**config.mk**
```make
export PLATFORM = sky130hd
export DESIGN_NAME = demux_1_4_seq
export DESIGN_NICKNAME = d
export VERILOG_FILES = /design/src/rtl/demux_pkg.sv /design/src/rtl/demux_ch_fifo2.sv /design/src/rtl/demux_1_4_seq.sv
export SDC_FILE = /design/constraint.sdc
export NUM_CORES = 1
export LEC_CHECK = 0
export CAP_MARGIN = 20
export CORE_UTILIZATION = 45
export CTS_BUF_LIST = sky130_fd_sc_hd__clkbuf_8 sky130_fd_sc_hd__clkbuf_16
export DETAILED_ROUTE_END_ITERATION = 7
export PLACE_DENSITY = 0.73
export SETUP_SLACK_MARGIN = 0.2
export SLEW_MARGIN = 20
export SYNTH_ARGS = -nofsm -noshare
export SYNTH_HDL_FRONTEND = slang
export SYNTH_SLANG_ARGS = --single-unit
```
**constraint.sdc**
```tcl
create_clock -name clk_in -period 1.65 [get_ports clk_in]
set_input_delay 0.33 -clock clk_in [delete_from_list [all_inputs] [get_ports clk_in]]
set_output_delay 0.33 -clock clk_in [all_outputs]
set_load 0.1 [all_outputs]
```
**src/rtl/demux_pkg.sv**
```systemverilog
// Shared constants and types for the registered 1-to-4 demultiplexer.
// Optional auto-sequencing build is selected with DEMUX_AUTO_SEQ_EN.
package demux_pkg;

  localparam int unsigned NUM_CH     = 4;
  localparam int unsigned CH_W       = 2;
  localparam int unsigned FIFO_DEPTH = 2;

  typedef logic [CH_W-1:0] ch_t;

endpackage

```
**src/rtl/demux_ch_fifo2.sv**
```systemverilog
// Two-entry per-channel word buffer with head-of-queue output.
// A push while full or a pop while empty is ignored.
module demux_ch_fifo2
  import demux_pkg::*;
#(
  parameter int DATA_W = 8
) (
  input  logic              clk,
  input  logic              rst_n,
  input  logic              push,
  input  logic              pop,
  input  logic [DATA_W-1:0] din,
  output logic [DATA_W-1:0] dout,
  output logic              full,
  output logic              empty
);

  logic [DATA_W-1:0] mem [2];
  logic              wr_ptr;
  logic              rd_ptr;
  logic [1:0]        count;
  logic              do_push;
  logic              do_pop;

  assign full    = (count == 2'(FIFO_DEPTH));
  assign empty   = (count == 2'd0);
  assign do_push = push & ~full;
  assign do_pop  = pop & ~empty;
  assign dout    = mem[rd_ptr];

  always_ff @(posedge clk or negedge rst_n) begin
    if (!rst_n) begin
      mem[0] <= '0;
      mem[1] <= '0;
      wr_ptr <= 1'b0;
      rd_ptr <= 1'b0;
      count  <= 2'd0;
    end else begin
      if (do_push) begin
        mem[wr_ptr] <= din;
        wr_ptr      <= ~wr_ptr;
      end
      if (do_pop)
        rd_ptr <= ~rd_ptr;
      count <= count + {1'b0, do_push} - {1'b0, do_pop};
    end
  end

endmodule

```
**src/rtl/demux_1_4_seq.sv**
```systemverilog
// Registered 1-to-4 demux: steers accepted words into four 2-deep FIFOs.
// Define DEMUX_AUTO_SEQ_EN to steer by an internal round-robin pointer.
module demux_1_4_seq
  import demux_pkg::*;
#(
  parameter int DATA_W = 8,
  parameter int CNT_W  = 16
) (
  input  logic                  clk_in,
  input  logic                  rst_n_in,
  input  logic [DATA_W-1:0]     d_in,
  input  logic                  valid_in,
  input  logic [1:0]            sel_in,
  output logic                  ready_out,
  output logic [4*DATA_W-1:0]   y_out,
  output logic [3:0]            y_valid_out,
  input  logic [3:0]            y_ready_in,
  output logic [1:0]            ch_out,
  output logic [4*CNT_W-1:0]    cnt_out
`ifdef DEMUX_AUTO_SEQ_EN
  ,
  input  logic                  frame_in
`endif
);

  ch_t              t;
  logic [NUM_CH-1:0] full;
  logic [NUM_CH-1:0] empty;
  logic [NUM_CH-1:0] push;
  logic [NUM_CH-1:0] pop;
  logic             accept;
  logic [CNT_W-1:0] cnt_q [NUM_CH];

`ifdef DEMUX_AUTO_SEQ_EN
  ch_t  ptr_q;
  logic unused_sel;

  assign unused_sel = ^sel_in;
  // frame_in realigns this very push to channel 0
  assign t = frame_in ? '0 : ptr_q;

  always_ff @(posedge clk_in or negedge rst_n_in) begin
    if (!rst_n_in)
      ptr_q <= '0;
    else if (accept)
      ptr_q <= ch_t'(t + 1'b1);
    else if (frame_in)
      ptr_q <= '0;
  end
`else
  assign t = sel_in;
`endif

  assign ch_out      = t;
  assign ready_out   = ~full[t];
  assign accept      = valid_in & ready_out;
  assign y_valid_out = ~empty;
  assign pop         = y_ready_in & ~empty;

  for (genvar k = 0; k < NUM_CH; k++) begin : g_ch
    assign push[k] = accept & (t == ch_t'(k));

    demux_ch_fifo2 #(.DATA_W(DATA_W)) u_fifo (
      .clk   (clk_in),
      .rst_n (rst_n_in),
      .push  (push[k]),
      .pop   (pop[k]),
      .din   (d_in),
      .dout  (y_out[k*DATA_W +: DATA_W]),
      .full  (full[k]),
      .empty (empty[k])
    );

    always_ff @(posedge clk_in or negedge rst_n_in) begin
      if (!rst_n_in)
        cnt_q[k] <= '0;
      else if (push[k])
        cnt_q[k] <= cnt_q[k] + 1'b1;
    end

    assign cnt_out[k*CNT_W +: CNT_W] = cnt_q[k];
  end

endmodule

```
==> impl_summary.md <==
Timing
The number of max-slew violations in the final report is 0. Derived from the worst setup path, the maximum achievable clock frequency is 465 MHz. The worst-margin pin slew is 0.454 ns. The least setup slack across all paths after layout is -0.500 ns. The smallest clock period supported by the final layout is computed as 2.15 ns. Setup repair after global routing could not meet its margin everywhere. Between clock sinks in the finished design, the worst skew comes to 0.00984 ns. Of the available clock period, the critical path in the final layout requires 1.30. The headroom to the max-slew limit is 0.696. The number of endpoints with negative hold slack in the final report came to 0. The final-report setup violation count is 64.

Status
The run finished, with violations left. The checks that failed: negative setup slack.

Global route
The first-pass GRT wire length is 28.6 mm. After global routing the overflow that remains totals 0. The number of antenna violations at the first check in global routing is 1. The number of global-route vias before repair is 5,211. The global-route usage over all layers is 0.258. Entering global routing, the biggest net connects 47 pins.

Route
For this block, the routed nets add up to 20.5 mm of wire. The first detailed-routing pass ran for 4 iterations. The via density per instance is 5.40. After detailed routing, the average wire length per cell comes to 22.4 um. The count of nets left with antenna violations once routing finished came out at 0. The initial DRC count is 192. After detailed routing, the number of remaining DRC violations is 0.

The total vias in the final route is 4,953.

Floorplanning
For this configuration, the core starts out at a cell density of 0.465. From bottom edge to top edge, the die measures 122 um. After floorplanning, the core was sized to cover 13,900 um2. In this run the count of I/O pins placed on the die edge is 120. The die covers 14,900 um2. After floorplanning, the core was divided into 43 placement rows. In this run the horizontal extent of the chip is 122 um.

Placed design
Input and output buffers added on the ports amount to 119. The half-perimeter wire length of the detailed placement result is 10.8 mm. The placer's final routability congestion estimate is 0.741. Counting tap cells, the placed design contains a total of 810 instances.

Critical path
The maximum net fanout on the critical path is 2. The worst setup path is launched from a flop. Data arrives at the worst endpoint at 1.82 ns.

The critical path endpoint category is a primary output. The critical path is of the flop to primary output type. STA puts the critical path data required time at 1.32 ns.

Clock network
The later-pin clock latency in the skew report is 0.43 ns. The master cell of the clock root buffer is sky130_fd_sc_hd__clkbuf_16. The clock passes through at most 2 buffers.

The register clock-pin slew on the reported worst setup and hold paths is 0.06 ns. The CTS tree is done. The TritonCTS sink count is 144. The depth of the CTS H-tree is 4.

The TritonCTS buffer count is 17.

Power
Power spread over the standard cell area amounts to 2240 nW/um2. The worst-case IR drop observed on VDD is 2.64 mV. In this run the static leakage power is 5.43 nW.

Cells and area
Measured on the finished design, the core utilization comes to 0.861. Of the cells placed in the final design, the portion with a size suffix greater than 1 is 0.743. The area growth from synthesis to final layout is 85.2%. The number of nets in the final layout is 752. After the flow finishes, the layout carries non-filler instances totaling 917.

The layout filler cell count is 551.

Synth
Sorting the synthesized cells by how often they occur yields sky130_fd_sc_hd__dfrtp_1 (144), sky130_fd_sc_hd__mux2_2 (99), sky130_fd_sc_hd__xnor2_1 (60). Counting distinct cell types in the post-synthesis netlist gives 31. Summed over all instances, the cell type with the most area after synthesis is sky130_fd_sc_hd__dfrtp_1. The number of nets in the synthesized netlist is 502.

Yosys instantiated no cell more often than sky130_fd_sc_hd__dfrtp_1. Counting flops with a built-in enable in the synthesized netlist gives 0. The proportion of netlist area held by the largest area contributor is 0.556. Of all flip-flops after synthesis, the portion carrying an async set or reset was 1.00. The Yosys step of the flow raised 0 warnings.

The cell area after technology mapping is 6480 um2. The post-synthesis average cell area is 13.7 um2. Ranked by total cell area, the synthesized netlist is headed by sky130_fd_sc_hd__dfrtp_1 (56%), sky130_fd_sc_hd__mux2_2 (17%), sky130_fd_sc_hd__xnor2_1 (8.1%). The number of register bits inferred by synthesis is 144. Synthesis handed over a netlist of 473 instances. The most common flop cell mapped by yosys is sky130_fd_sc_hd__dfrtp_1.

The post-synthesis sequential area ratio is 0.556.

Run
The reported max-cap violation count is 0.

Hold path
The path class of the tightest hold or removal check is input port to async pin.
[logic make-up (layout without fill, tap and decap cells)]
logic type / after synthesis / count (layout) / synth area share
flops: 144 / 144 / 0.556
xor+xnor: 76 / 76 / 0.103
fa+ha+maj: 12 / 12 / 0.0232
other cells: 0 / 1 / 0
simple gates: 116 / 116 / 0.122
buf+inv: 24 / 287 / 0.0185
mux: 101 / 101 / 0.177
[power by group]
part | internal [mW] | switching, mW
logic | 7.42 | 9.46
registers | 4.87 | 1.18
clock network | 2.48 | 1.49
total | 14.8 | 12.1
[metal layers]
metal	share of wire	GRT usage	vias to the layer above
met2	0.53	0.428	149
li1	-	-	2154
met4	0.025	0.0926	2
met1	0.40	0.334	2602
met5	0.00078	0	-
met3	0.044	0.0520	46
[path summary, 6_finish.rpt]
check                           cells past startpoint                       to  slack, ns               startpoint
worst min-delay path                                2              cnt_out[24]       0.36                 rst_n_in
max in group asynchronous                           3              cnt_out[16]       0.66                 rst_n_in
worst max-delay path                                4                ready_out      -0.50  g_ch[3].u_fifo.count[1]
min in group clk_in                                 1    g_ch[2].u_fifo.mem[5]       0.50    g_ch[2].u_fifo.mem[5]
worst max register to register                     10  g_ch[3].u_fifo.count[1]      -0.31  g_ch[3].u_fifo.count[0]
worst min register to register                      1    g_ch[2].u_fifo.mem[5]       0.50    g_ch[2].u_fifo.mem[5]
[registers in the layout (all words and copies together), names as in the netlist]
register	cells
g_ch.u_fifo.wr_ptr	4
g_ch.u_fifo.count	8
g_ch.u_fifo.mem	64
cnt_out	64
g_ch.u_fifo.rd_ptr	4
[what timing repair did]
action	in CTS	in global routing
buffers inserted	48	25
setup endpoints to repair	188	194
hold endpoints to repair	27	0
gates resized for setup	118	84
hold buffers	1	0
pin swaps	56	36
[critical path, cell delays in order, from the launching register on]
cell	delay, ns
sky130_fd_sc_hd__dfrtp_1	0.38
sky130_fd_sc_hd__and2b_2	0.21
sky130_fd_sc_hd__mux4_2	0.51
sky130_fd_sc_hd__clkinvlp_4	0.12
sky130_fd_sc_hd__buf_12	0.17
[per-stage QoR]
step	power, mW	setup TNS, ns	area [um2]	setup slack [ns]	hold WS [ns]
floorplan	15.3	-2.30	7120	-0.123	0.0344
global placement	20.2	-41.38	9930	-0.480	0.238
detailed placement	20.5	-43.93	9930	-0.501	0.241
CTS	25.9	-8.02	11400	-0.534	0.366
global route	27.7	-12.00	12000	-0.535	0.383
finish	26.9	-9.47	12000	-0.500	0.363
[final cells by class]
| cell class | instances | area (um2) | share of cell area |
|---|---|---|---|
| Multi-Input combinational cell | 305 | 3820 | 0.319 |
| Sequential cell | 144 | 3760 | 0.313 |
| Timing Repair Buffer | 246 | 3540 | 0.295 |
| Clock buffer | 20 | 467 | 0.0389 |
| Tap cell | 180 | 225 | 0.0188 |
| Clock inverter | 12 | 140 | 0.0117 |
| Inverter | 9 | 40.0 | 0.00334 |
| Antenna cell | 1 | 2.50 | 0.000209 |
[cell usage in the layout (no fill, tap or decap), drive strengths merged, types with 9 or more instances in the layout]
master	Yosys	routed
and3	13	13
buf	7	231
clkbuf	8	20
clkdlybuf4s50	0	12
dfrtp	144	144
ha	12	12
inv	9	9
mux2	100	100
nand2	24	24
nand3	25	25
nand4	15	15
nor3	9	9
xnor2	60	60
xor2	16	16
Power figures use the tool's default switching activity.
